### src/rtl/ppg_window_reader.sv
// Streams a window of samples from RAM port B through a 2-entry output FIFO with valid/ready.
// Optional feature macro WINDOW_SUM_EN adds the win_sum accumulator port.
module ppg_window_reader #(
    parameter int unsigned DATA_W = 22,
    parameter int unsigned ADDR_W = 11,
    parameter int unsigned DEPTH  = 1503
) (
    input  logic              clk,
    input  logic              reset_n,
    input  logic              start,
    input  logic [ADDR_W-1:0] base_addr,
    input  logic [ADDR_W-1:0] len,
    output logic              busy,
    output logic              done,
    output logic              err,
    output logic [ADDR_W-1:0] ram_addr,
    output logic              ram_we,
    input  logic [DATA_W-1:0] ram_q,
    output logic [DATA_W-1:0] out_data,
    output logic              out_valid,
    input  logic              out_ready,
    output logic              out_last
`ifdef WINDOW_SUM_EN
    ,
    output logic [DATA_W+ADDR_W-1:0] win_sum
`endif
);

    localparam logic [ADDR_W-1:0] DEPTH_A = ADDR_W'(DEPTH);
    localparam logic [ADDR_W-1:0] LAST_A  = ADDR_W'(DEPTH - 1);

    typedef enum logic [1:0] {
        S_IDLE  = 2'd0,
        S_READ  = 2'd1,
        S_DRAIN = 2'd2
    } state_t;

    state_t            r_state;
    logic              r_busy;
    logic              r_done;
    logic              r_err;
    logic [ADDR_W-1:0] r_addr;
    logic [ADDR_W-1:0] r_remain;
    logic              r_inflight;
    logic              r_inflight_last;
    logic [DATA_W-1:0] r_head;
    logic              r_head_last;
    logic              r_head_valid;
    logic [DATA_W-1:0] r_tail;
    logic              r_tail_last;
    logic              r_tail_valid;

    state_t            w_state_next;
    logic              w_accept;
    logic              w_issue;
    logic              w_done_next;
    logic              w_err_next;
    logic              w_pop;
    logic [1:0]        w_count;
    logic [2:0]        w_occ;
    logic [ADDR_W-1:0] w_len_clamped;

    assign w_pop         = r_head_valid & out_ready;
    assign w_count       = {1'b0, r_head_valid} + {1'b0, r_tail_valid};
    // Slots already claimed in the FIFO once this cycle's pop is taken into account.
    assign w_occ         = 3'(w_count) + 3'(r_inflight) - 3'(w_pop);
    assign w_len_clamped = (len > DEPTH_A) ? DEPTH_A : len;

    always_comb begin
        w_state_next = r_state;
        w_accept     = 1'b0;
        w_issue      = 1'b0;
        w_done_next  = 1'b0;
        w_err_next   = 1'b0;
        case (r_state)
            S_IDLE: begin
                if (start) begin
                    if (base_addr >= DEPTH_A) begin
                        w_done_next = 1'b1;
                        w_err_next  = 1'b1;
                    end else if (len == '0) begin
                        w_done_next = 1'b1;
                    end else begin
                        w_accept     = 1'b1;
                        w_state_next = S_READ;
                    end
                end
            end
            S_READ: begin
                if (w_occ < 3'd2) begin
                    w_issue = 1'b1;
                    if (r_remain == ADDR_W'(1)) w_state_next = S_DRAIN;
                end
            end
            S_DRAIN: begin
                if (w_pop && r_head_last) begin
                    w_state_next = S_IDLE;
                    w_done_next  = 1'b1;
                end
            end
            default: w_state_next = S_IDLE;
        endcase
    end

    always_ff @(posedge clk) begin
        if (!reset_n) begin
            r_state         <= S_IDLE;
            r_busy          <= 1'b0;
            r_done          <= 1'b0;
            r_err           <= 1'b0;
            r_addr          <= '0;
            r_remain        <= '0;
            r_inflight      <= 1'b0;
            r_inflight_last <= 1'b0;
            r_head          <= '0;
            r_head_last     <= 1'b0;
            r_head_valid    <= 1'b0;
            r_tail          <= '0;
            r_tail_last     <= 1'b0;
            r_tail_valid    <= 1'b0;
        end else begin
            r_state         <= w_state_next;
            r_busy          <= (w_state_next != S_IDLE);
            r_done          <= w_done_next;
            r_err           <= w_err_next;
            r_inflight      <= w_issue;
            r_inflight_last <= w_issue && (r_remain == ADDR_W'(1));

            if (w_accept) begin
                r_addr   <= base_addr;
                r_remain <= w_len_clamped;
            end else if (w_issue) begin
                r_addr   <= (r_addr == LAST_A) ? '0 : r_addr + ADDR_W'(1);
                r_remain <= r_remain - ADDR_W'(1);
            end

            // Head is the presented beat; tail only fills while the head is stalled.
            if (w_pop) begin
                if (r_tail_valid) begin
                    r_head       <= r_tail;
                    r_head_last  <= r_tail_last;
                    r_tail       <= ram_q;
                    r_tail_last  <= r_inflight_last;
                    r_tail_valid <= r_inflight;
                end else begin
                    r_head       <= ram_q;
                    r_head_last  <= r_inflight_last;
                    r_head_valid <= r_inflight;
                end
            end else if (r_inflight) begin
                if (!r_head_valid) begin
                    r_head       <= ram_q;
                    r_head_last  <= r_inflight_last;
                    r_head_valid <= 1'b1;
                end else begin
                    r_tail       <= ram_q;
                    r_tail_last  <= r_inflight_last;
                    r_tail_valid <= 1'b1;
                end
            end
        end
    end

`ifdef WINDOW_SUM_EN
    localparam int unsigned SUM_W = DATA_W + ADDR_W;
    logic [SUM_W-1:0] r_sum;

    always_ff @(posedge clk) begin
        if (!reset_n) begin
            r_sum <= '0;
        end else if (w_accept) begin
            r_sum <= '0;
        end else if (w_pop) begin
            r_sum <= r_sum + SUM_W'(r_head);
        end
    end

    assign win_sum = r_sum;
`endif

    assign busy      = r_busy;
    assign done      = r_done;
    assign err       = r_err;
    assign ram_addr  = r_addr;
    assign ram_we    = 1'b0;
    assign out_data  = r_head;
    assign out_valid = r_head_valid;
    assign out_last  = r_head_last;

endmodule

### config.mk
export PLATFORM = sky130hd
export DESIGN_NAME = ppg_window_reader
export DESIGN_NICKNAME = d
export VERILOG_FILES = /design/src/rtl/ppg_window_reader.sv
export SDC_FILE = /design/constraint.sdc
export NUM_CORES = 1
export LEC_CHECK = 0
export BUFFER_PORTS_ARGS = -buffer_cell sky130_fd_sc_hd__buf_4
export CORE_MARGIN = 2
export CORE_UTILIZATION = 54
export DETAILED_ROUTE_END_ITERATION = 8
export PLACE_DENSITY = 0.8
export SLEW_MARGIN = 20
export SYNTH_ARGS = -nofsm -noshare
export SYNTH_HDL_FRONTEND = slang
export SYNTH_SLANG_ARGS = --single-unit
### constraint.sdc
create_clock -name clk -period 4.3 [get_ports clk]
set_input_delay 1.29 -clock clk [delete_from_list [all_inputs] [get_ports clk]]
set_output_delay 1.29 -clock clk [all_outputs]
set_load 0.02 [all_outputs]
==> metrics.txt <==
# TYPE chip_impl_metric gauge
chip_impl_metric{name="area_growth",unit="%"} 25.4
chip_impl_metric{name="grt_usage",unit="%"} 23.0
chip_impl_info{name="run_status",value="finished clean"} 1
chip_impl_metric{name="worst_setup_hold_path_clk_slew",unit="ps"} 80
chip_impl_info{name="tritoncts",value="yes"} 1
chip_impl_metric{name="postCtsResizedCells",unit=""} 0
chip_impl_metric{name="clock_sinks",unit=""} 77
chip_impl_metric{name="grt_start_max_net_pins",unit=""} 79
chip_impl_metric{name="placement_rows",unit=""} 30
chip_impl_metric{name="num-fill-cells",unit=""} 544
chip_impl_metric{name="grt_pass1_vias",unit=""} 3130
chip_impl_metric{name="tightest_slew",unit="ps"} 936
chip_impl_metric{name="vias_per_cell",unit=""} 5.66
chip_impl_info{name="yosys.area.top_type",value="sky130_fd_sc_hd__dfxtp_1"} 1
chip_impl_metric{name="drt-pass1-iter-count",unit=""} 4
chip_impl_metric{name="synthCells",unit=""} 431
chip_impl_metric{name="chipHeight",unit="um"} 87.5
chip_impl_metric{name="post-dp-hpwl",unit="mm"} 5.79
chip_impl_metric{name="cts_hold_buffers",unit=""} 0
chip_impl_info{name="timing.hold.worst.class",value="register to register"} 1
chip_impl_metric{name="slew_violations",unit=""} 0
chip_impl_metric{name="final_period_minus_worst_setup_slack",unit="ps"} 3220
chip_impl_metric{name="grt_remaining_overflow",unit=""} 0
chip_impl_metric{name="io_buffers",unit=""} 85
chip_impl_metric{name="post-route-drc-count",unit=""} 0
chip_impl_info{name="synthTopCellsByCount",value="sky130_fd_sc_hd__nand2_1 (84), sky130_fd_sc_hd__dfxtp_1 (77), sky130_fd_sc_hd__mux2i_1 (26)"} 1
chip_impl_metric{name="timing.final.crit_share",unit="%"} 74.9
chip_impl_metric{name="synth-seq-cells",unit=""} 77
chip_impl_metric{name="clk_path_buf_depth",unit=""} 2
chip_impl_metric{name="peak_ir_drop_on_the_vdd_network",unit="mV"} 0.175
chip_impl_metric{name="worstPathMaxFanout",unit=""} 23
chip_impl_metric{name="maxClockFrequency",unit="GHz"} 0.311
chip_impl_info{name="synth-main-ff-cell",value="sky130_fd_sc_hd__dfxtp_1"} 1
chip_impl_metric{name="report.final.hold_viol_count",unit=""} 0
chip_impl_metric{name="final_nets",unit=""} 560
chip_impl_metric{name="grt_first_pass_wirelength",unit="mm"} 14.1
chip_impl_metric{name="floorplan.core_area",unit="um^2"} 6760
chip_impl_metric{name="number_of_drc_markers_in_iteration_0",unit=""} 130
chip_impl_metric{name="post_synth_edffs",unit=""} 0
chip_impl_metric{name="final.setup_skew",unit="ps"} 11.5
chip_impl_metric{name="area_of_the_mapped_netlist",unit="um^2"} 3760
chip_impl_metric{name="drv.max_cap_violation_count",unit=""} 0
chip_impl_info{name="cts-root-buf",value="sky130_fd_sc_hd__clkbuf_8"} 1
chip_impl_metric{name="drt_wl_total",unit="mm"} 8.54
chip_impl_metric{name="boundaryPins",unit=""} 87
chip_impl_metric{name="cts.repair_timing.setup_buffer_count",unit=""} 0
chip_impl_metric{name="floorplan.initialDensity",unit="%"} 55.7
chip_impl_metric{name="syn-num-nets",unit=""} 486
chip_impl_metric{name="seq_area_frac_synth",unit="%"} 41.0
chip_impl_metric{name="netlist.area_leader.share",unit="%"} 41.0
chip_impl_info{name="worst-setup-path-type",value="input port to register"} 1
chip_impl_info{name="unrepaired_setup_endpoints_after_global_routing",value="false"} 1
chip_impl_info{name="critPathCaptureType",value="register"} 1
chip_impl_metric{name="drtAntennaViolNets",unit=""} 0
chip_impl_metric{name="routed_wire_length_per_instance",unit="um"} 14.5
chip_impl_metric{name="finalSetupViolations",unit=""} 0
chip_impl_metric{name="worst_slew_margin_rel",unit="%"} 37.6
chip_impl_metric{name="h_tree_lvls",unit=""} 3
chip_impl_metric{name="arrival",unit="ps"} 3500
chip_impl_metric{name="cellLeakagePower",unit="nW"} 2.30
chip_impl_info{name="timing.critical_path.from_type",value="input port"} 1
chip_impl_metric{name="synthArstFlopShare",unit="%"} 0
chip_impl_info{name="ys_top_cells_by_area",value="sky130_fd_sc_hd__dfxtp_1 (41%), sky130_fd_sc_hd__nand2_1 (8.4%), sky130_fd_sc_hd__mux2i_1 (6.9%)"} 1
chip_impl_metric{name="pre_cts_ws",unit="ps"} 730
chip_impl_info{name="yosys.cell_count.top_type",value="sky130_fd_sc_hd__nand2_1"} 1
chip_impl_metric{name="gpl.final_weighted_congestion",unit=""} 0.882
chip_impl_metric{name="antenna_cells_inserted",unit=""} 0
chip_impl_metric{name="setup-tns-final",unit="ps"} 0
chip_impl_metric{name="power_density",unit="nW/um^2"} 408
chip_impl_metric{name="final_layout_size_suffix_gt1_share",unit="%"} 22.2
chip_impl_metric{name="cts_made_buffers",unit=""} 9
chip_impl_metric{name="synth-warning-count",unit=""} 0
chip_impl_metric{name="dieArea",unit="um^2"} 7650
chip_impl_metric{name="synth_cell_types",unit=""} 51
chip_impl_metric{name="worst-endpoint-required",unit="ps"} 4580
chip_impl_metric{name="syn-mean-instance-area",unit="um^2"} 8.73
chip_impl_metric{name="vias",unit=""} 3334
chip_impl_metric{name="antenna_found_initial",unit=""} 0
chip_impl_metric{name="worst_slack",unit="ps"} 1080
chip_impl_metric{name="die_w",unit="um"} 87.5
chip_impl_metric{name="clk-insertion-delay-late",unit="ps"} 360
## worst max-delay path, cell delays in order
cell and delay [ps]:
sky130_fd_sc_hd__buf_4 120, sky130_fd_sc_hd__and2_1 200, sky130_fd_sc_hd__ha_1 300, sky130_fd_sc_hd__inv_1 40, sky130_fd_sc_hd__ha_1 280, sky130_fd_sc_hd__a21oi_2 220, sky130_fd_sc_hd__mux2i_1 100, sky130_fd_sc_hd__buf_4 210
sky130_fd_sc_hd__or4_1 430, sky130_fd_sc_hd__xor2_1 150, sky130_fd_sc_hd__a21oi_1 150
## layout by cell type, fill, tap and decap left out, types with 11 or more instances in the layout
| master | synthesis | routed |
|---|---|---|
| sky130_fd_sc_hd__inv_1 | 12 | 12 |
| sky130_fd_sc_hd__and3_1 | 11 | 11 |
| sky130_fd_sc_hd__dfxtp_1 | 77 | 77 |
| sky130_fd_sc_hd__nand2_1 | 84 | 84 |
| sky130_fd_sc_hd__a21boi_0 | 25 | 25 |
| sky130_fd_sc_hd__mux2i_1 | 26 | 26 |
| sky130_fd_sc_hd__o21ai_0 | 19 | 19 |
| sky130_fd_sc_hd__buf_4 | 1 | 89 |
| sky130_fd_sc_hd__o211a_1 | 24 | 24 |
| sky130_fd_sc_hd__a21oi_1 | 15 | 15 |
## stage by stage
stage / utilization [%] / area, um^2 / total power, mW / hold slack [ps] / instances
6_report: 69.9 / 4720 / 1.92 / 466 / 589
5_1_grt: 69.9 / 4720 / 2.01 / 484 / 589
4_1_cts: 69.4 / 4690 / 1.92 / 469 / 588
3_5_place_dp: 65.6 / 4430 / 1.22 / 458 / 573
3_3_place_gp: 65.6 / 4430 / 1.21 / 451 / 573
2_1_floorplan: - / 3760 / 1.07 / 441 / 431
## registers in the layout, summed over array words and instances (netlist names)
| name | flops |
|---|---|
| out_data | 22 |
| err | 1 |
| r_tail_last | 1 |
| out_valid | 1 |
| r_remain | 11 |
| r_inflight | 1 |
| ram_addr | 11 |
| out_last | 1 |
| r_state | 2 |
| done | 1 |
| r_tail | 22 |
| r_tail_valid | 1 |
| busy | 1 |
| r_inflight_last | 1 |
## kinds of logic after synthesis
family | count (synthesis) | synth area share, %
compound gates | 114 | 22.5
xor+xnor | 13 | 3.03
fa+ha+maj | 7 | 2.33
buf+inv | 39 | 4.12
flops | 77 | 41.0
mux | 27 | 7.21
other cells | 1 | 0.0996
simple gates | 153 | 19.7
## report_power, final
| group | switching (mW) | total [mW] | internal (mW) | leakage (nW) |
|---|---|---|---|---|
| sequential | 0.0568 | 0.829 | 0.772 | 0.629 |
| clock | 0.265 | 0.707 | 0.442 | 0.126 |
| combinational | 0.205 | 0.388 | 0.183 | 1.55 |
| total | 0.526 | 1.92 | 1.40 | 2.30 |
## routing by layer
layer | GRT usage [%] | vias to the layer above | wire [um]
met5 | 0 | - | 0
met4 | 8.67 | 0 | 175
met3 | 5.12 | 18 | 514
met2 | 36.5 | 107 | 3910
met1 | 30.7 | 1531 | 3930
li1 | - | 1678 | -
## layout make-up
| cell class | instances | area, um^2 | area share [%] |
|---|---|---|---|
| inverter | 12 | 45.0 | 0.954 |
| sequential | 77 | 1540 | 32.7 |
| clock inverter | 6 | 136 | 2.89 |
| clock buffer | 9 | 124 | 2.62 |
| timing repair buffer | 90 | 696 | 14.7 |
| multi-input combinational | 315 | 2080 | 44.0 |
| tap | 80 | 100 | 2.12 |
## worst paths after layout
path | start | to | slack, ps | cells after the start
worst max-delay path | out_ready | r_remain[4]$_SDFFE_PN0P_ | 1080 | 11
worst min-delay path | r_tail[16]$_SDFFE_PN0P_ | r_tail[16]$_SDFFE_PN0P_ | 470 | 2
worst max register to register | out_valid$_SDFFE_PN0P_ | r_remain[4]$_SDFFE_PN0P_ | 1650 | 10
worst min register to register | r_tail[16]$_SDFFE_PN0P_ | r_tail[16]$_SDFFE_PN0P_ | 470 | 2
No activity file was read; power rests on OpenSTA's default activity.
